**src/rtl/mlp_layer_sequencer.sv**
```systemverilog
// mlp_layer_sequencer
//   Run controller for an N-layer MLP inference pipeline. For each layer it
//   issues a one-cycle start pulse to the layer engine and waits for that
//   engine's done. The wait is guarded by a per-layer watchdog, and the run
//   can be cancelled with abort. A timeout is reported through a sticky error
//   flag. The busy cycles of each run are counted.
//
//   Optional feature macro: PER_LAYER_CYCLES_EN
//     When this macro is defined, the block adds a layer_cycles output. It
//     holds one saturating WAIT-cycle count per layer. Without the macro,
//     the port and its counters do not exist.
//
//   state   | meaning
//   --------+-----------------------------------------------------------
//   S_IDLE  | no run in progress; waiting for run
//   S_START | layer_start[idx] is high this cycle; watchdog is armed
//   S_WAIT  | waiting for layer_done[idx]; the watchdog counts down
//   S_ERROR | the last run timed out; error is held until the next run
//
//   Every output is registered. Each output register is loaded from a value
//   that is decoded from the next state, so busy and layer_start line up with
//   the state they describe.

module mlp_layer_sequencer #(
  parameter int NUM_LAYERS     = 2,
  parameter int IDX_WIDTH      = 4,
  parameter int TIMEOUT_CYCLES = 5000,
  parameter int CNT_WIDTH      = 20
) (
  input  logic                              clk,
  input  logic                              reset,
  input  logic                              run,
  input  logic                              abort,
  input  logic [NUM_LAYERS-1:0]             layer_done,
  output logic [NUM_LAYERS-1:0]             layer_start,
  output logic                              busy,
  output logic                              done,
  output logic                              error,
  output logic [IDX_WIDTH-1:0]              err_layer,
  output logic [CNT_WIDTH-1:0]              total_cycles
`ifdef PER_LAYER_CYCLES_EN
  ,
  output logic [NUM_LAYERS*CNT_WIDTH-1:0]   layer_cycles
`endif
);

  typedef enum logic [1:0] {
    S_IDLE  = 2'd0,
    S_START = 2'd1,
    S_WAIT  = 2'd2,
    S_ERROR = 2'd3
  } state_t;

  // The watchdog is a down-counter. It is loaded in START and reaches its
  // terminal count of zero on WAIT cycle number TIMEOUT_CYCLES.
  localparam int                   WD_W     = (TIMEOUT_CYCLES > 1) ? $clog2(TIMEOUT_CYCLES) : 1;
  localparam logic [WD_W-1:0]      WD_LOAD  = WD_W'(TIMEOUT_CYCLES - 1);
  localparam logic [IDX_WIDTH-1:0] LAST_IDX = IDX_WIDTH'(NUM_LAYERS - 1);
  localparam logic [CNT_WIDTH-1:0] CNT_MAX  = '1;

  state_t                 state, state_nx;
  logic [IDX_WIDTH-1:0]   idx, idx_nx;
  logic [WD_W-1:0]        wdog, wdog_nx;
  logic                   error_nx;
  logic [IDX_WIDTH-1:0]   err_layer_nx;
  logic                   done_nx;
  logic                   busy_nx;
  logic [NUM_LAYERS-1:0]  start_nx;
  logic [CNT_WIDTH-1:0]   total_nx;
  logic                   launch;
  logic                   cur_done;
  logic                   wd_tc;

  // Select the done line of the active layer. Done lines of the other
  // layers never reach the FSM.
  always_comb begin
    cur_done = 1'b0;
    for (int i = 0; i < NUM_LAYERS; i++) begin
      if (idx == IDX_WIDTH'(i)) cur_done = layer_done[i];
    end
  end

  assign wd_tc = (wdog == '0);

  // Next-state logic. Priority in START and WAIT is abort, then done, then
  // timeout.
  always_comb begin
    state_nx     = state;
    idx_nx       = idx;
    wdog_nx      = wdog;
    error_nx     = error;
    err_layer_nx = err_layer;
    done_nx      = 1'b0;
    launch       = 1'b0;
    case (state)
      S_IDLE: begin
        if (run) begin
          state_nx = S_START;
          idx_nx   = '0;
          launch   = 1'b1;
        end
      end
      S_ERROR: begin
        if (run) begin
          state_nx     = S_START;
          idx_nx       = '0;
          error_nx     = 1'b0;
          err_layer_nx = '0;
          launch       = 1'b1;
        end
      end
      S_START: begin
        wdog_nx = WD_LOAD;
        if (abort) state_nx = S_IDLE;
        else       state_nx = S_WAIT;
      end
      S_WAIT: begin
        if (abort) begin
          state_nx = S_IDLE;
        end else if (cur_done) begin
          if (idx == LAST_IDX) begin
            state_nx = S_IDLE;
            done_nx  = 1'b1;
          end else begin
            state_nx = S_START;
            idx_nx   = idx + IDX_WIDTH'(1);
          end
        end else if (wd_tc) begin
          state_nx     = S_ERROR;
          error_nx     = 1'b1;
          err_layer_nx = idx;
        end else begin
          wdog_nx = wdog - WD_W'(1);
        end
      end
      default: state_nx = S_IDLE;
    endcase
  end

  // Decode the registered outputs from the next state. The run counter
  // advances on every cycle in which busy is high.
  always_comb begin
    busy_nx  = (state_nx == S_START) || (state_nx == S_WAIT);
    start_nx = '0;
    for (int i = 0; i < NUM_LAYERS; i++) begin
      if ((state_nx == S_START) && (idx_nx == IDX_WIDTH'(i))) start_nx[i] = 1'b1;
    end
    total_nx = total_cycles;
    if (launch)                                total_nx = '0;
    else if (busy && (total_cycles != CNT_MAX)) total_nx = total_cycles + CNT_WIDTH'(1);
  end

  // Registers for the state, the layer index, the watchdog and all outputs.
  always_ff @(posedge clk) begin
    if (reset) begin
      state        <= S_IDLE;
      idx          <= '0;
      wdog         <= '0;
      layer_start  <= '0;
      busy         <= 1'b0;
      done         <= 1'b0;
      error        <= 1'b0;
      err_layer    <= '0;
      total_cycles <= '0;
    end else begin
      state        <= state_nx;
      idx          <= idx_nx;
      wdog         <= wdog_nx;
      layer_start  <= start_nx;
      busy         <= busy_nx;
      done         <= done_nx;
      error        <= error_nx;
      err_layer    <= err_layer_nx;
      total_cycles <= total_nx;
    end
  end

`ifdef PER_LAYER_CYCLES_EN
  // Per-layer WAIT-cycle counters. The cycle that ends a WAIT is included, so
  // a layer that timed out reads TIMEOUT_CYCLES.
  always_ff @(posedge clk) begin
    if (reset || launch) begin
      layer_cycles <= '0;
    end else if (state == S_WAIT) begin
      for (int i = 0; i < NUM_LAYERS; i++) begin
        if ((idx == IDX_WIDTH'(i)) && (layer_cycles[i*CNT_WIDTH +: CNT_WIDTH] != CNT_MAX))
          layer_cycles[i*CNT_WIDTH +: CNT_WIDTH] <= layer_cycles[i*CNT_WIDTH +: CNT_WIDTH] + CNT_WIDTH'(1);
      end
    end
  end
`endif

endmodule

```
**config.mk**
```make
export PLATFORM = sky130hd
export DESIGN_NAME = mlp_layer_sequencer
export DESIGN_NICKNAME = d
export VERILOG_FILES = /design/src/rtl/mlp_layer_sequencer.sv
export SDC_FILE = /design/constraint.sdc
export NUM_CORES = 1
export LEC_CHECK = 0
export CAP_MARGIN = 5
export CORE_UTILIZATION = 49
export DETAILED_ROUTE_END_ITERATION = 12
export PLACE_DENSITY = 0.75
export SETUP_SLACK_MARGIN = 0.02
export SLEW_MARGIN = 10
export SYNTH_ARGS = -nofsm -noshare
export SYNTH_HDL_FRONTEND = slang
export SYNTH_SLANG_ARGS = --single-unit
```
**constraint.sdc**
```tcl
create_clock -name clk -period 2.2 [get_ports clk]
set_input_delay 0.55 -clock clk [delete_from_list [all_inputs] [get_ports clk]]
set_output_delay 0.55 -clock clk [all_outputs]
set_load 0.01 [all_outputs]
```
==> impl_metrics.yaml <==
run_status:
  outcome: "complete, no violations"
placed_design:
  hpwlAfterDp_mm: 4.140
  dpl_cell_area_mm2: 0.003127
  port_buffers: 34
  gp_congestion: 0.8690
  dpl_worst_slack_ps: -310.4
grt:
  overflow: 0
  gr-usage-all-layers: 0.2282
  grt_pass1_wl_mm: 9.632
  antenna_found_initial: 0
  grt_pass1_vias: 2102
  grt_max_degree: 30
sta:
  finalCriticalPeriod_ps: 2135
  finalHoldViolCount: 0
  fin_ws_ps: 64.87
  setup_viol: 0
  maxClockFrequency_mhz: 468.4
  slew_viol_final: 0
  relSlewSlack: 0.5703
  worst_pin_slew_ps: 626.6
  skew_ps: 7.024
  timing.final.crit_share: 0.9705
  timing.hold.ws_ps: 496.6
drt:
  wl_per_cell_um: 14.64
  drt-total-wl_mm: 6.119
  drt_iter0_markers: 169
  wl_met3_um: 230
  met2_length_mm: 2.751
  drc: 0
  ant_nets: 0
  met1_length_mm: 3.054
  via_count: 2414
  highest-signal-layer: "met4"
  via_per_inst: 5.775
  firstDrtPassIters: 4
synthesis:
  synth_flop_cell: "dfxtp_1"
  synth_seq_area_share: 0.3798
  syn_area_mm2: 0.002530
  synth.distinct_cells: 51
  synthCells: 292
  async_flop_share: 0
  yosys.area.top_type: "dfxtp_1"
  synth_top_area_share: 0.3798
  synthesis.nets: 309
  yosysWarnings: 0
  synth.avg_cell_area_um2: 8.664
  synth-seq-cells: 48
  synth-edff-count: 0
  ys_top_cells_by_area: "dfxtp_1, ha_1, xor2_1"
floorplan:
  start_util: 0.5218
  rows: 25
  pin_count: 35
  die-area_mm2: 0.005455
  coreArea_mm2: 0.004848
  die_width_um: 73.86
  die_h_um: 73.86
final_layout:
  final_cell_area_mm2: 0.003326
  drive_above_1_share: 0.1994
  layout_common_cells: "dfxtp_1, clkdlybuf4s50_1, buf_4"
  finalNetCount: 367
  area_growth_pct: 31.45
  diodes: 0
  final_common_cell: "dfxtp_1"
hold_path:
  hold_end: "wdog[11]"
  worstHoldPathType: "reg -> reg"
  min_from: "wdog[11]"
  whs_path_depth: 2
clock_network:
  cts_buffers: 5
  clkTransAtPathRegs_ps: 80
  clkLatencyLatePin_ps: 300
  cts_hold_buf: 0
  ctsHtreeMaxLevel: 2
  cts_max_path_buffers: 2
  tritoncts: "yes"
  root_buffer: "clkbuf_8"
  numClockSinks: 48
setup_path:
  cp_slowest_cell: "or4_2"
  rrSetupSlack_ps: 110
  crit_buf_inv: 1
  required_ps: 2440
  path_delay_family: "simple AND/OR/NAND/NOR gates"
  startpoint_type: "input port"
  r2r-end: "wdog[10]"
  max_stage_delay_ps: 670
  crit_type: "in -> reg"
  endpoint_kind: "flip-flop"
  r2r_start: "wdog[4]"
  cp_max_fo: 9
  worst_ep_arrival_time_ps: 2370
  r2r.worst_path.cells: 4
  crit_chain: "clkdlybuf4s50_1, nand2b_4, and3b_2, o2bb2ai_4, or4_2, a21oi_2"
pwr:
  p_per_area_mw_per_mm2: 716.9
  p_leak_nw: 1.218
  total_power_mw: 2.384
  ir_drop_uv: 417.3
run:
  cap_viol_max_count: 0
-- cells by family after synthesis --
logic type,count (synthesis),synth area share
fa+ha+maj,11,0.05440
xor+xnor,13,0.04501
flops,48,0.3798
buf+inv,20,0.03017
mux,3,0.01236
simple gates,132,0.3051
compound gates,65,0.1731
-- flip-flops by register name, summed over array words and instances, names as in the netlist --
name          flops
busy              1
wdog             13
done              1
total_cycles     20
idx               4
state             2
err_layer         4
layer_start       2
error             1
-- cells in the mapped netlist (2+ instances only) --
master	count
o21ai_0	11
ha_1	11
o211ai_1	12
nor3_1	8
or4_1	10
nand3_1	13
nor4_1	4
or3_1	6
buf_1	3
nand2b_1	6
o2bb2ai_1	2
dfxtp_1	48
clkbuf_1	9
xor2_1	13
nor3b_1	2
or2_2	4
nor2_1	25
a311oi_1	2
nand3b_1	5
o31ai_1	7
nor2b_1	4
nand4b_1	3
and3_1	5
inv_1	7
a22o_1	2
nand4_1	5
a21oi_1	13
mux2i_1	2
nand2_1	15
a31oi_1	6
or4_2	3
or3_2	3
and4_1	5
-- area by class of cell --
| cell class | instances | area, µm² |
|---|---|---|
| flip-flops and latches | 48 | 964.7 |
| multi-input cells | 224 | 1577 |
| repair buffers | 64 | 580.6 |
| inverters | 7 | 26.28 |
| well taps | 67 | 83.83 |
| fillers | 370 | 1523 |
| clock inverters | 1 | 7.507 |
| clock buffers | 7 | 86.33 |
-- metrics by stage --
| stage | util | setup TNS, ps | std cells |
|---|---|---|---|
| after detailed placement | 0.6449 | -3454 | 408 |
| after CTS | 0.6655 | 0 | 416 |
| after floorplan | - | 0 | 292 |
| after global placement | 0.6449 | -3008 | 408 |
| final | 0.6859 | 0 | 418 |
| after global routing | 0.6859 | -23.24 | 418 |
-- where the power goes --
part / leakage [nW] / internal (mW) / total (mW) / switching (mW)
Clock: 0.0445 / 0.256 / 0.555 / 0.299
Combinational: 0.782 / 0.388 / 0.804 / 0.416
Sequential: 0.391 / 0.946 / 1.02 / 0.0789
Total: 1.22 / 1.59 / 2.38 / 0.794
-- worst register-to-register path, stage by stage, from the launching register on --
cell     delay, ps
dfxtp_2        360
or4_4          550
or3_4          350
or4_2          630
a21oi_2        140
-- worst max path at each step --
stage	end	depth (start not counted)	start
global route	layer_start[0]	10	wdog[1]
finish	wdog[10]	6	abort
detailed placement	wdog[5]	6	abort
global placement	wdog[10]	6	abort
floorplan	wdog[10]	8	state[0]
CTS	wdog[10]	6	abort
-- repair_timing --
action	in CTS	in global routing
endpoints found under the setup margin	5	14
buffers inserted	0	2
pin swaps	0	7
gates cloned	0	0
resized for setup	1	22
-- layer usage --
layer,GRT usage,vias to the layer above
li1,-,1216
met4,0.07906,0
met5,0,-
met1,0.3160,1141
met3,0.04252,6
met2,0.3537,51
Note: power is estimated with default switching activity, not from simulation.
